[config.mk]
export PLATFORM = sky130hd
export DESIGN_NAME = alu_regfile_sequencer
export DESIGN_NICKNAME = d
export VERILOG_FILES = /design/src/rtl/alu_regfile_sequencer.sv
export SDC_FILE = /design/constraint.sdc
export NUM_CORES = 1
export LEC_CHECK = 0
export CORE_ASPECT_RATIO = 0.75
export CORE_MARGIN = 5
export CORE_UTILIZATION = 41
export CTS_CLUSTER_SIZE = 25
export DETAILED_ROUTE_END_ITERATION = 8
export GPL_TIMING_DRIVEN = 0
export MAX_ROUTING_LAYER = met4
export PLACE_DENSITY = 0.95
export RECOVER_POWER = 50
export SETUP_SLACK_MARGIN = 0.2
export SKIP_CTS_REPAIR_TIMING = 1
export SLEW_MARGIN = 20
export SYNTH_ARGS = -nofsm -noshare
export SYNTH_HDL_FRONTEND = slang
export SYNTH_SLANG_ARGS = --single-unit
[constraint.sdc]
create_clock -name clk -period 2.51 [get_ports clk]
set_clock_uncertainty 0.15 [all_clocks]
set_input_delay 0.502 -clock clk [delete_from_list [all_inputs] [get_ports clk]]
set_output_delay 0.502 -clock clk [all_outputs]
set_load 0.02 [all_outputs]
[src/rtl/alu_regfile_sequencer.sv]
// Four-step command sequencer (read, execute, write back) between a command source and an
// ALU / register-file datapath; also keeps carry/zero flags and a completed-command count.
module alu_regfile_sequencer #(
    parameter int unsigned ADDR_W   = 5,
    parameter int unsigned DATA_W   = 16,
    parameter int unsigned AIN_W    = 8,
    parameter int unsigned AOUT_W   = 9,
    parameter int unsigned OPND_LSB = 0
) (
    input  logic              clk,
    input  logic              reset_n,
    input  logic              cmd_valid,
    output logic              cmd_ready,
    input  logic [2:0]        cmd_op,
    input  logic [ADDR_W-1:0] cmd_rs_a,
    input  logic [ADDR_W-1:0] cmd_rs_b,
    input  logic [ADDR_W-1:0] cmd_rd,
    output logic [ADDR_W-1:0] rf_raddr1,
    output logic [ADDR_W-1:0] rf_raddr2,
    input  logic [DATA_W-1:0] rf_rdata1,
    input  logic [DATA_W-1:0] rf_rdata2,
    output logic [2:0]        alu_op,
    output logic [AIN_W-1:0]  alu_a,
    output logic [AIN_W-1:0]  alu_b,
    input  logic [AOUT_W-1:0] alu_result,
    output logic              rf_we,
    output logic [ADDR_W-1:0] rf_waddr,
    output logic [DATA_W-1:0] rf_wdata,
    output logic              busy,
    output logic              done,
    output logic              carry_flag,
    output logic              zero_flag,
    output logic [15:0]       cmd_count
);

    typedef enum logic [1:0] {StIdle, StRead, StExec, StWb} state_e;

    state_e            state_q, state_d;
    logic [2:0]        op_q, op_d;
    logic [ADDR_W-1:0] rs_a_q, rs_a_d, rs_b_q, rs_b_d, rd_q, rd_d;
    logic [AOUT_W-1:0] res_q, res_d;
    logic              carry_q, carry_d, zero_q, zero_d;
    logic [15:0]       count_q, count_d;

    // Bits outside the operand slice are intentionally dropped.
    logic unused_rdata;
    assign unused_rdata = ^{rf_rdata1, rf_rdata2};

    always_ff @(posedge clk) begin
        if (!reset_n) begin
            state_q <= StIdle;
            op_q    <= '0;
            rs_a_q  <= '0;
            rs_b_q  <= '0;
            rd_q    <= '0;
            res_q   <= '0;
            carry_q <= 1'b0;
            zero_q  <= 1'b0;
            count_q <= '0;
        end else begin
            state_q <= state_d;
            op_q    <= op_d;
            rs_a_q  <= rs_a_d;
            rs_b_q  <= rs_b_d;
            rd_q    <= rd_d;
            res_q   <= res_d;
            carry_q <= carry_d;
            zero_q  <= zero_d;
            count_q <= count_d;
        end
    end

    always_comb begin
        state_d = state_q;
        op_d    = op_q;
        rs_a_d  = rs_a_q;
        rs_b_d  = rs_b_q;
        rd_d    = rd_q;
        res_d   = res_q;
        carry_d = carry_q;
        zero_d  = zero_q;
        count_d = count_q;
        unique case (state_q)
            StIdle: begin
                if (cmd_valid) begin
                    op_d    = cmd_op;
                    rs_a_d  = cmd_rs_a;
                    rs_b_d  = cmd_rs_b;
                    rd_d    = cmd_rd;
                    state_d = StRead;
                end
            end
            StRead: state_d = StExec;
            StExec: begin
                res_d   = alu_result;
                state_d = StWb;
            end
            StWb: begin
                carry_d = res_q[AOUT_W-1];
                zero_d  = (res_q[AIN_W-1:0] == '0);
                count_d = count_q + 16'd1;
                state_d = StIdle;
            end
            default: state_d = StIdle;
        endcase
    end

    // Held low during reset so an aborted command can neither write nor signal completion.
    always_comb begin
        cmd_ready = 1'b0;
        busy      = 1'b0;
        rf_raddr1 = '0;
        rf_raddr2 = '0;
        alu_op    = '0;
        alu_a     = '0;
        alu_b     = '0;
        rf_we     = 1'b0;
        rf_waddr  = '0;
        rf_wdata  = '0;
        done      = 1'b0;
        if (reset_n) begin
            unique case (state_q)
                StIdle: cmd_ready = 1'b1;
                StRead: begin
                    busy      = 1'b1;
                    rf_raddr1 = rs_a_q;
                    rf_raddr2 = rs_b_q;
                end
                StExec: begin
                    busy      = 1'b1;
                    rf_raddr1 = rs_a_q;
                    rf_raddr2 = rs_b_q;
                    alu_op    = op_q;
                    alu_a     = rf_rdata1[OPND_LSB +: AIN_W];
                    alu_b     = rf_rdata2[OPND_LSB +: AIN_W];
                end
                StWb: begin
                    busy     = 1'b1;
                    rf_we    = 1'b1;
                    done     = 1'b1;
                    rf_waddr = rd_q;
                    rf_wdata = {{(DATA_W-AOUT_W){1'b0}}, res_q};
                end
                default: ;
            endcase
        end
    end

    assign carry_flag = carry_q;
    assign zero_flag  = zero_q;
    assign cmd_count  = count_q;

endmodule
# Word level (Yosys, flattened, before mapping)
# Index checks and enable logic that the tools add are counted.
# W data, S select, Z words.
[word_totals]
output_inout_bits = 72
latch_bits = 0
n_memories = 0
wordCells = 41
romBits = 0
input_bits = 62
ramBits = 0
regBits = 47
[classes]
n_mux = 22
n_div = 0
n_mul = 0
n_lt_le_gt_ge = 0
reduce_logical = 5
shifts = 0
n_addsub = 1
bitwise = 0
eq_ne = 4
[op_table]
columns = ["op", "n"]
rows = [
  ["$mux W8", 4],
  ["$mux W5", 6],
  ["$mux W9", 2],
  ["$add A16 B1 Y16 const B", 1],
  ["$logic_not A8 Y1", 1],
  ["$pmux W2 S4", 1],
  ["$mux W1", 6],
  ["$mux W3", 2],
  ["$eq A2 B2 Y1 const B", 2],
  ["$reduce_or A3 Y1", 1],
  ["$eq A2 B1 Y1 const B", 1],
  ["$logic_not A2 Y1", 1],
  ["$mux W2", 1],
  ["$ne A2 B2 Y1 const B", 1],
  ["$reduce_and A2 Y1", 1],
  ["$reduce_or A2 Y1", 1],
]

# Longest topological paths before layout
# Gate-level depths: netlist (run 1).
[logic_depth]
depth_word = 4
mapped_depth = 7
mapped_depth_nobuf = 5

# Worst setup path after synthesis (run 1)
# Ideal clock, no wire load.
[synth_path]
path_kind = "input-to-output"
from = "in reset_n"
to = "out busy"
arrival_ps = 1337
cell_stages = 4
path_slack_ps = 521
path_buffers = 2
required_ps = 1858
path_cell_list = "buf_2 > clkinv_1 > clkbuf_1 > nor2_1"
[synth_via]
elab_chain_len = 1
[synth_rtl]
columns = ["element", "line", "source"]
rows = [
  ["start: declaration", "11", "input logic reset_n,"],
  ["$mux W1", "121", "if (reset_n) begin"],
  ["end: declaration", "29", "output logic busy,"],
]
# No other way between the ends.

# Worst setup path in the final report (run 1)
[layout_path]
from = "reg state_q[1]"
to = "out rf_raddr2[4]"
[layout_via]
elab_chain_len = 4
word_cells_on_any_way = 5
classes_between = "eq/ne: 2; mux: 2; reduce/logical: 1"
[layout_rtl]
columns = ["element", "line", "source"]
rows = [
  ["start: declaration", "38", "state_e state_q, state_d;"],
  ["start signal: assignment", "51", "state_q <= StIdle;"],
  ["start signal: assignment", "61", "state_q <= state_d;"],
  ["$eq A2 B2 Y1 or $eq A2 B1 Y1 (tied branches)", "122", "unique case (state_q)"],
  ["$reduce_or A2 Y1 (no line) *", "-", ""],
  ["$mux W5 *", "122", ""],
  ["$mux W5 *", "121", ""],
  ["end: declaration", "19", "output logic [ADDR_W-1:0] rf_raddr2,"],
]
# Every way passes the cells marked *; elsewhere a longest branch is shown, timed or not.

==> results of run 1 <==
## final cells by class
cell class,count,share of cell area (%)
plain buffers,29,4.98
clock buffers,6,2.33
clock inverters,1,0.141
inverters,5,0.565
multi-input cells,207,33.6
flip-flops and latches,47,26.6
well taps,75,2.65
repair buffers,112,29.2
## routing by layer
metal / GRT usage [%] / up-vias
met4: 4.26 / 0
met1: 24.0 / 1118
met2: 35.6 / 104
met5: - / -
li1: - / 1200
met3: 5.56 / 11
## state kept, by name, indices dropped and copies added (netlist names)
signal and count:
carry_flag 1, zero_flag 1, rd_q 5, res_q 9, op_q 3, rs_b_q 5
cmd_count 16, state_q 2, rs_a_q 5
## cell families (layout without fill, tap and decap cells)
kind of cell | Yosys count | after routing | share of synthesized area (%)
adders and majority gates | 5 | 5 | 2.75
other | 1 | 7 | 0.165
muxes | 17 | 17 | 7.47
buffers and inverters | 34 | 153 | 7.20
and+or+nand+nor | 142 | 142 | 32.2
AOI/OAI and AO/OA | 32 | 32 | 7.36
DFF | 47 | 47 | 41.3
xor gates and xnor gates | 4 | 4 | 1.54
## per-stage QoR
stage | util (%) | instances
2_1_floorplan | - | 288
3_3_place_gp | 65.1 | 472
3_5_place_dp | 65.1 | 472
4_1_cts | 66.7 | 479
5_1_grt | 66.2 | 482
6_report | 66.2 | 482
## worst reg2reg max path, cell delays in order (launching register included)
cell      delay [ns]
dfxtp_1         0.33
inv_1           0.12
ha_1            0.22
and2_0          0.14
clkbuf_1        0.35
clkbuf_1        0.40
nand2_1         0.10
a21oi_1         0.15
## cells in the mapped netlist, types with 2 or more instances
cell,count,area [µm²]
and2_1,3,18.8
nand4_2,2,25.0
o31ai_1,2,15.0
buf_4,8,60.1
dfxtp_1,47,941
nand4_1,4,25.0
ha_1,5,62.6
o21ai_0,4,20.0
a21oi_1,25,125
xor2_1,3,26.3
nor2_1,19,71.3
nor4_1,7,43.8
mux2i_1,17,170
buf_2,5,25.0
or4_1,2,15.0
inv_1,4,15.0
and3_1,43,269
nand2b_1,7,43.8
or3_1,4,25.0
nand2_1,47,176
clkbuf_1,15,56.3
nand3_1,4,20.0
## power breakdown
group	leakage, nW	switching [mW]	total (mW)	internal (mW)
Sequential	0.382	0.0628	0.903	0.841
Combinational	1.51	0.481	0.834	0.353
Clock	0.0470	0.237	0.453	0.216
## worst paths after layout
path | end | start | cells after the start
setup reg to reg | rs_a_q[2]$_SDFFE_PN0P_ | state_q[0]$_SDFFE_PN0P_ | 7
setup / recovery | rf_raddr2[4] | state_q[1]$_SDFFE_PN0P_ | 5
hold reg to reg | rs_a_q[0]$_SDFFE_PN0P_ | rs_a_q[0]$_SDFFE_PN0P_ | 2
hold / removal | rs_a_q[0]$_SDFFE_PN0P_ | rs_a_q[0]$_SDFFE_PN0P_ | 2
==> flow_metrics.env, run 1 <==
export IMPL_syn_area_um2=2280
export IMPL_drt_initial_drc_count=101
export IMPL_synth_area_per_cell_um2=8.08
export IMPL_slew_violations=0
export IMPL_dieWidth_um=96.1
export IMPL_cp_max_fo=10
export IMPL_grt_pass1_vias=2336
export IMPL_final_layout_size_suffix_gt1_share_pct=13.8
export IMPL_dp_hpwl_um=5740
export IMPL_wl_per_cell_um=15.6
export IMPL_antenna_cells=0
export IMPL_path_buf_inv=3
export IMPL_whs_ns=0.306
export IMPL_grt_max_degree=14
export IMPL_core_area_um2=5350
export IMPL_slowest_delay_ns=0.40
export IMPL_cp_required_ns=1.86
export IMPL_ir_drop_mv=0.350
export IMPL_post_dp_cell_area_um2=3480
export IMPL_dr_wl_met3_um=799
export IMPL_routed_wl_um=7530
export IMPL_regToRegSetupSlack_ns=0.48
export IMPL_start_util_pct=42.5
export IMPL_outcome="complete, no violations"
export IMPL_mostFrequentLayoutCells="53 x clkdlybuf4s50_1, 47 x nand2_1, 47 x dfxtp_1"
export IMPL_seq_area_frac_synth_pct=41.3
export IMPL_rsz0062_at_grt="yes"
export IMPL_yosys_register_bits=47
export IMPL_io_pins=134
export IMPL_worst_slew_pin_slew_ns=0.517
export IMPL_syn2layout_area_growth_pct=55.5
export IMPL_synthCells=282
export IMPL_crit_family="buffers and inverters"
export IMPL_fin_ws_ns=0.240
export IMPL_hold_violations=0
export IMPL_die_area_um2=7160
export IMPL_rows=23
export IMPL_cts_max_level=2
export IMPL_clockRootBuffer="clkbuf_8"
export IMPL_wl_met1_um=3130
export IMPL_grtUsageTotal_pct=20.6
export IMPL_max_freq_ghz=0.440
export IMPL_cts_tree="done"
export IMPL_multi_input_area_um2=1190
export IMPL_slew_headroom_pct=65.6
export IMPL_gr_total_overflow=0
export IMPL_drtPass1Iterations=4
export IMPL_critPathSlowestCell="dfxtp_1"
export IMPL_p_total_mw=2.19
export IMPL_max_cap_violations=0
export IMPL_synth_top_flop_cell="dfxtp_1"
export IMPL_crit_type="reg -> out"
export IMPL_min_path_type="reg -> reg"
export IMPL_drc=0
export IMPL_min_period_ns=2.27
export IMPL_final_area_um2=3540
export IMPL_numPortBuffers=109
export IMPL_layout_worst_path_cycle_share_pct=90.5
export IMPL_vias=2433
export IMPL_power_leakage_nw=1.94
export IMPL_async_reset_ff_share_pct=0
export IMPL_clk_path_buf_depth=2
export IMPL_worstSkewPairLatency_ns=0.29
export IMPL_crit_path_start_kind="flip-flop"
export IMPL_cts_buffers=5
export IMPL_routed_wl_met2_um=3500
export IMPL_highest_layer="met4"
export IMPL_die_h_um=74.5
export IMPL_via_per_inst=5.05
export IMPL_final_common_cell="clkdlybuf4s50_1"
export IMPL_power_density_nw_per_um2=618
export IMPL_num_fill_cells=444
export IMPL_grt_pass1_wl_um=11000
export IMPL_critical_path_arrival_ns=1.62
export IMPL_final_nets=474
export IMPL_globalplace_congestion=0.819
export IMPL_fin_setup_tns_ns=0
export IMPL_cp_cell_sequence="inv_1, ha_1, clkbuf_4, and3_1, clkbuf_2"
export IMPL_yosys_warnings=0
export IMPL_grt_antenna_before_repair=0
export IMPL_setup_viol=0
export IMPL_clock_sinks=47
export IMPL_final_antenna_net_count=0
export IMPL_seq_area_um2=941
export IMPL_clkSlewWorstSetupHoldPaths_ns=0.08
export IMPL_dp_slack_ns=-0.271
export IMPL_end_kind="output port"
export IMPL_synthDistinctLibCells=27
export IMPL_synth_edf_count=0
Power figures use the tool's default switching activity.
==> run 2, diff against run 1 <==
ABC_AREA = 1   (was unset)
CTS_CLUSTER_SIZE = 12   (was 25)
==> flow_metrics.env, run 2 <==
export IMPL_outcome="complete, no violations"
export IMPL_regToRegSetupSlack_ns=0.64
export IMPL_power_leakage_nw=1.89
export IMPL_power_density_nw_per_um2=663
export IMPL_utilization_pct=65.0
export IMPL_final_nets=521
export IMPL_multi_input_area_um2=1020
export IMPL_io_pins=134
export IMPL_crit_path_start_kind="flip-flop"
export IMPL_hold_violations=0
export IMPL_cp_max_fo=10
export IMPL_grt_antenna_before_repair=0
export IMPL_worstSkewPairLatency_ns=0.29
export IMPL_clock_sinks=47
export IMPL_numPortBuffers=110
export IMPL_die_area_um2=7260
export IMPL_async_reset_ff_share_pct=0
export IMPL_num_fill_cells=480
export IMPL_dp_slack_ns=-0.488
export IMPL_synth_top_area_share_pct=40.7
export IMPL_wl_per_cell_um=13.7
export IMPL_cp_required_ns=1.86
export IMPL_seq_area_frac_synth_pct=40.7
export IMPL_grt_pass1_wl_um=11600
export IMPL_clk_path_buf_depth=2
export IMPL_clockRootBuffer="clkbuf_8"
export IMPL_mostFrequentLayoutCells="64 x inv_1, 61 x nor2_1, 53 x clkdlybuf4s50_1"
export IMPL_cp_cell_sequence="inv_1, ha_1, nand2_4, buf_2, nor2_1, clkbuf_2"
export IMPL_min_period_ns=2.34
export IMPL_worst_slew_pin_slew_ns=0.575
export IMPL_worstReg2RegStart="state_q[1]$_SDFFE_PN0P_"
export IMPL_yosysMostFrequentCell="inv_1"
export IMPL_drt_initial_drc_count=129
export IMPL_cts_tree="done"
export IMPL_drtPass1Iterations=4
export IMPL_synth_common_cells="63 x inv_1, 58 x nor2_1, 47 x dfxtp_1"
export IMPL_synth_mux_area_share_pct=0
export IMPL_cts_buffers=5
export IMPL_synthDistinctLibCells=28
export IMPL_antenna_cells=0
export IMPL_layout_worst_path_cycle_share_pct=93.3
export IMPL_synth_edf_count=0
export IMPL_via_per_inst=4.74
export IMPL_die_h_um=75.1
export IMPL_syn_area_um2=2310
export IMPL_synthTopCellsByArea="dfxtp_1 41%, inv_1 10%, nor2_1 9.4%"
export IMPL_slowest_delay_ns=0.32
export IMPL_post_dp_cell_area_um2=3530
export IMPL_yosysTopAreaCell="dfxtp_1"
export IMPL_syn2layout_area_growth_pct=52.0
export IMPL_clkSlewWorstSetupHoldPaths_ns=0.08
export IMPL_final_layout_size_suffix_gt1_share_pct=15.2
export IMPL_critical_path_arrival_ns=1.69
export IMPL_synth_fa_ha_area_share_pct=2.70
export IMPL_grtUsageTotal_pct=20.5
export IMPL_synth_top_family_by_area="simple AND/OR/NAND/NOR gates"
export IMPL_ir_drop_mv=0.438
export IMPL_min_path_type="reg -> reg"
export IMPL_final_common_cell="inv_1"
export IMPL_routed_wl_um=7260
export IMPL_end_kind="output port"
export IMPL_synthCells=331
export IMPL_synth_top_flop_cell="dfxtp_1"
export IMPL_synth_area_per_cell_um2=6.99
export IMPL_rsz0062_at_grt="yes"
export IMPL_reg2reg_depth=6
export IMPL_grt_max_degree=14
export IMPL_largest_reg_flops=16
export IMPL_setup_viol=0
export IMPL_startpoint="state_q[0]$_SDFFE_PN0P_"
export IMPL_max_cap_violations=0
export IMPL_slew_violations=0
export IMPL_rows=23
export IMPL_start_util_pct=42.8
export IMPL_synth_compound_area_share_pct=16.7
export IMPL_dieWidth_um=96.7
export IMPL_vias=2512
export IMPL_p_total_mw=2.33
export IMPL_core_area_um2=5410
export IMPL_gr_total_overflow=0
export IMPL_yosys_register_bits=47
export IMPL_crit_type="reg -> out"
export IMPL_drc=0
export IMPL_seq_area_um2=941
export IMPL_max_freq_ghz=0.427
export IMPL_slew_headroom_pct=61.5
export IMPL_globalplace_congestion=0.878
export IMPL_synthXorXnorAreaFrac_pct=0.757
export IMPL_endpoint="alu_a[4]"
export IMPL_dp_hpwl_um=5790
export IMPL_fin_ws_ns=0.167
export IMPL_final_antenna_net_count=0
export IMPL_rr_endpoint="op_q[0]$_SDFFE_PN0P_"
export IMPL_grt_pass1_vias=2503
export IMPL_synth_simple_area_share_pct=23.1
export IMPL_final_area_um2=3520
export IMPL_critPathSlowestCell="dfxtp_1"
export IMPL_cts_max_level=2
export IMPL_yosys_warnings=0
==> run 2: layout make-up <==
cell class	count	area share (%)
Buffer	20	3.59
Clock buffer	8	2.85
Inverter	65	6.94
Multi-Input combinational cell	205	29.1
Sequential cell	47	26.8
Tap cell	75	2.67
Timing Repair Buffer	110	28.1
==> run 2: metal layers <==
metal | global-route usage (%) | part of all wire (%) | routed length, µm | vias up
met5 | - | 0 | 0 | -
met3 | 5.00 | 5.6 | 404 | 14
met1 | 22.9 | 41 | 2950 | 1161
met2 | 36.4 | 51 | 3740 | 83
li1 | - | - | - | 1254
met4 | 7.79 | 2.3 | 166 | 0
==> run 2: stage by stage <==
step,hold slack [ns],cells,setup TNS (ns)
4_1_cts,0.309,530,-15.08
6_report,0.310,530,0
2_1_floorplan,0.279,337,0
5_1_grt,0.326,530,0
3_5_place_dp,0.297,522,-14.31
3_3_place_gp,0.288,522,-14.41
==> run 2: cells by family after synthesis <==
group,after synthesis
other cells,1
flops,47
simple gates,118
fa+ha+maj,5
xor+xnor,2
compound gates,73
buf+inv,85
==> run 2: where the power goes <==
| part | total, mW | switching (mW) | internal, mW |
|---|---|---|---|
| sequential | 0.944 | 0.0483 | 0.895 |
| combinational | 0.890 | 0.565 | 0.325 |
| clock | 0.497 | 0.245 | 0.252 |
| total | 2.33 | 0.858 | 1.47 |
==> run 2: worst min path at each step <==
stage	from	to	slack (ns)	cells past startpoint
global route	res_q[8]$_SDFFE_PN0N_	res_q[8]$_SDFFE_PN0N_	0.33	2
finish	rs_b_q[2]$_SDFFE_PN0P_	rs_b_q[2]$_SDFFE_PN0P_	0.31	2
CTS	rs_b_q[2]$_SDFFE_PN0P_	rs_b_q[2]$_SDFFE_PN0P_	0.31	2
floorplan	rd_q[3]$_SDFFE_PN0P_	rd_q[3]$_SDFFE_PN0P_	0.28	2
global placement	rs_a_q[3]$_SDFFE_PN0P_	rs_a_q[3]$_SDFFE_PN0P_	0.29	2
detailed placement	rs_b_q[4]$_SDFFE_PN0P_	rs_b_q[4]$_SDFFE_PN0P_	0.30	2
==> run 2: worst max-delay path, delay by kind of cell, from the launching register on <==
family / cells / cell delay, ns
adders and majority gates: 1 / 0.28
buffers and inverters: 3 / 0.52
DFF: 1 / 0.32
and+or+nand+nor: 2 / 0.27
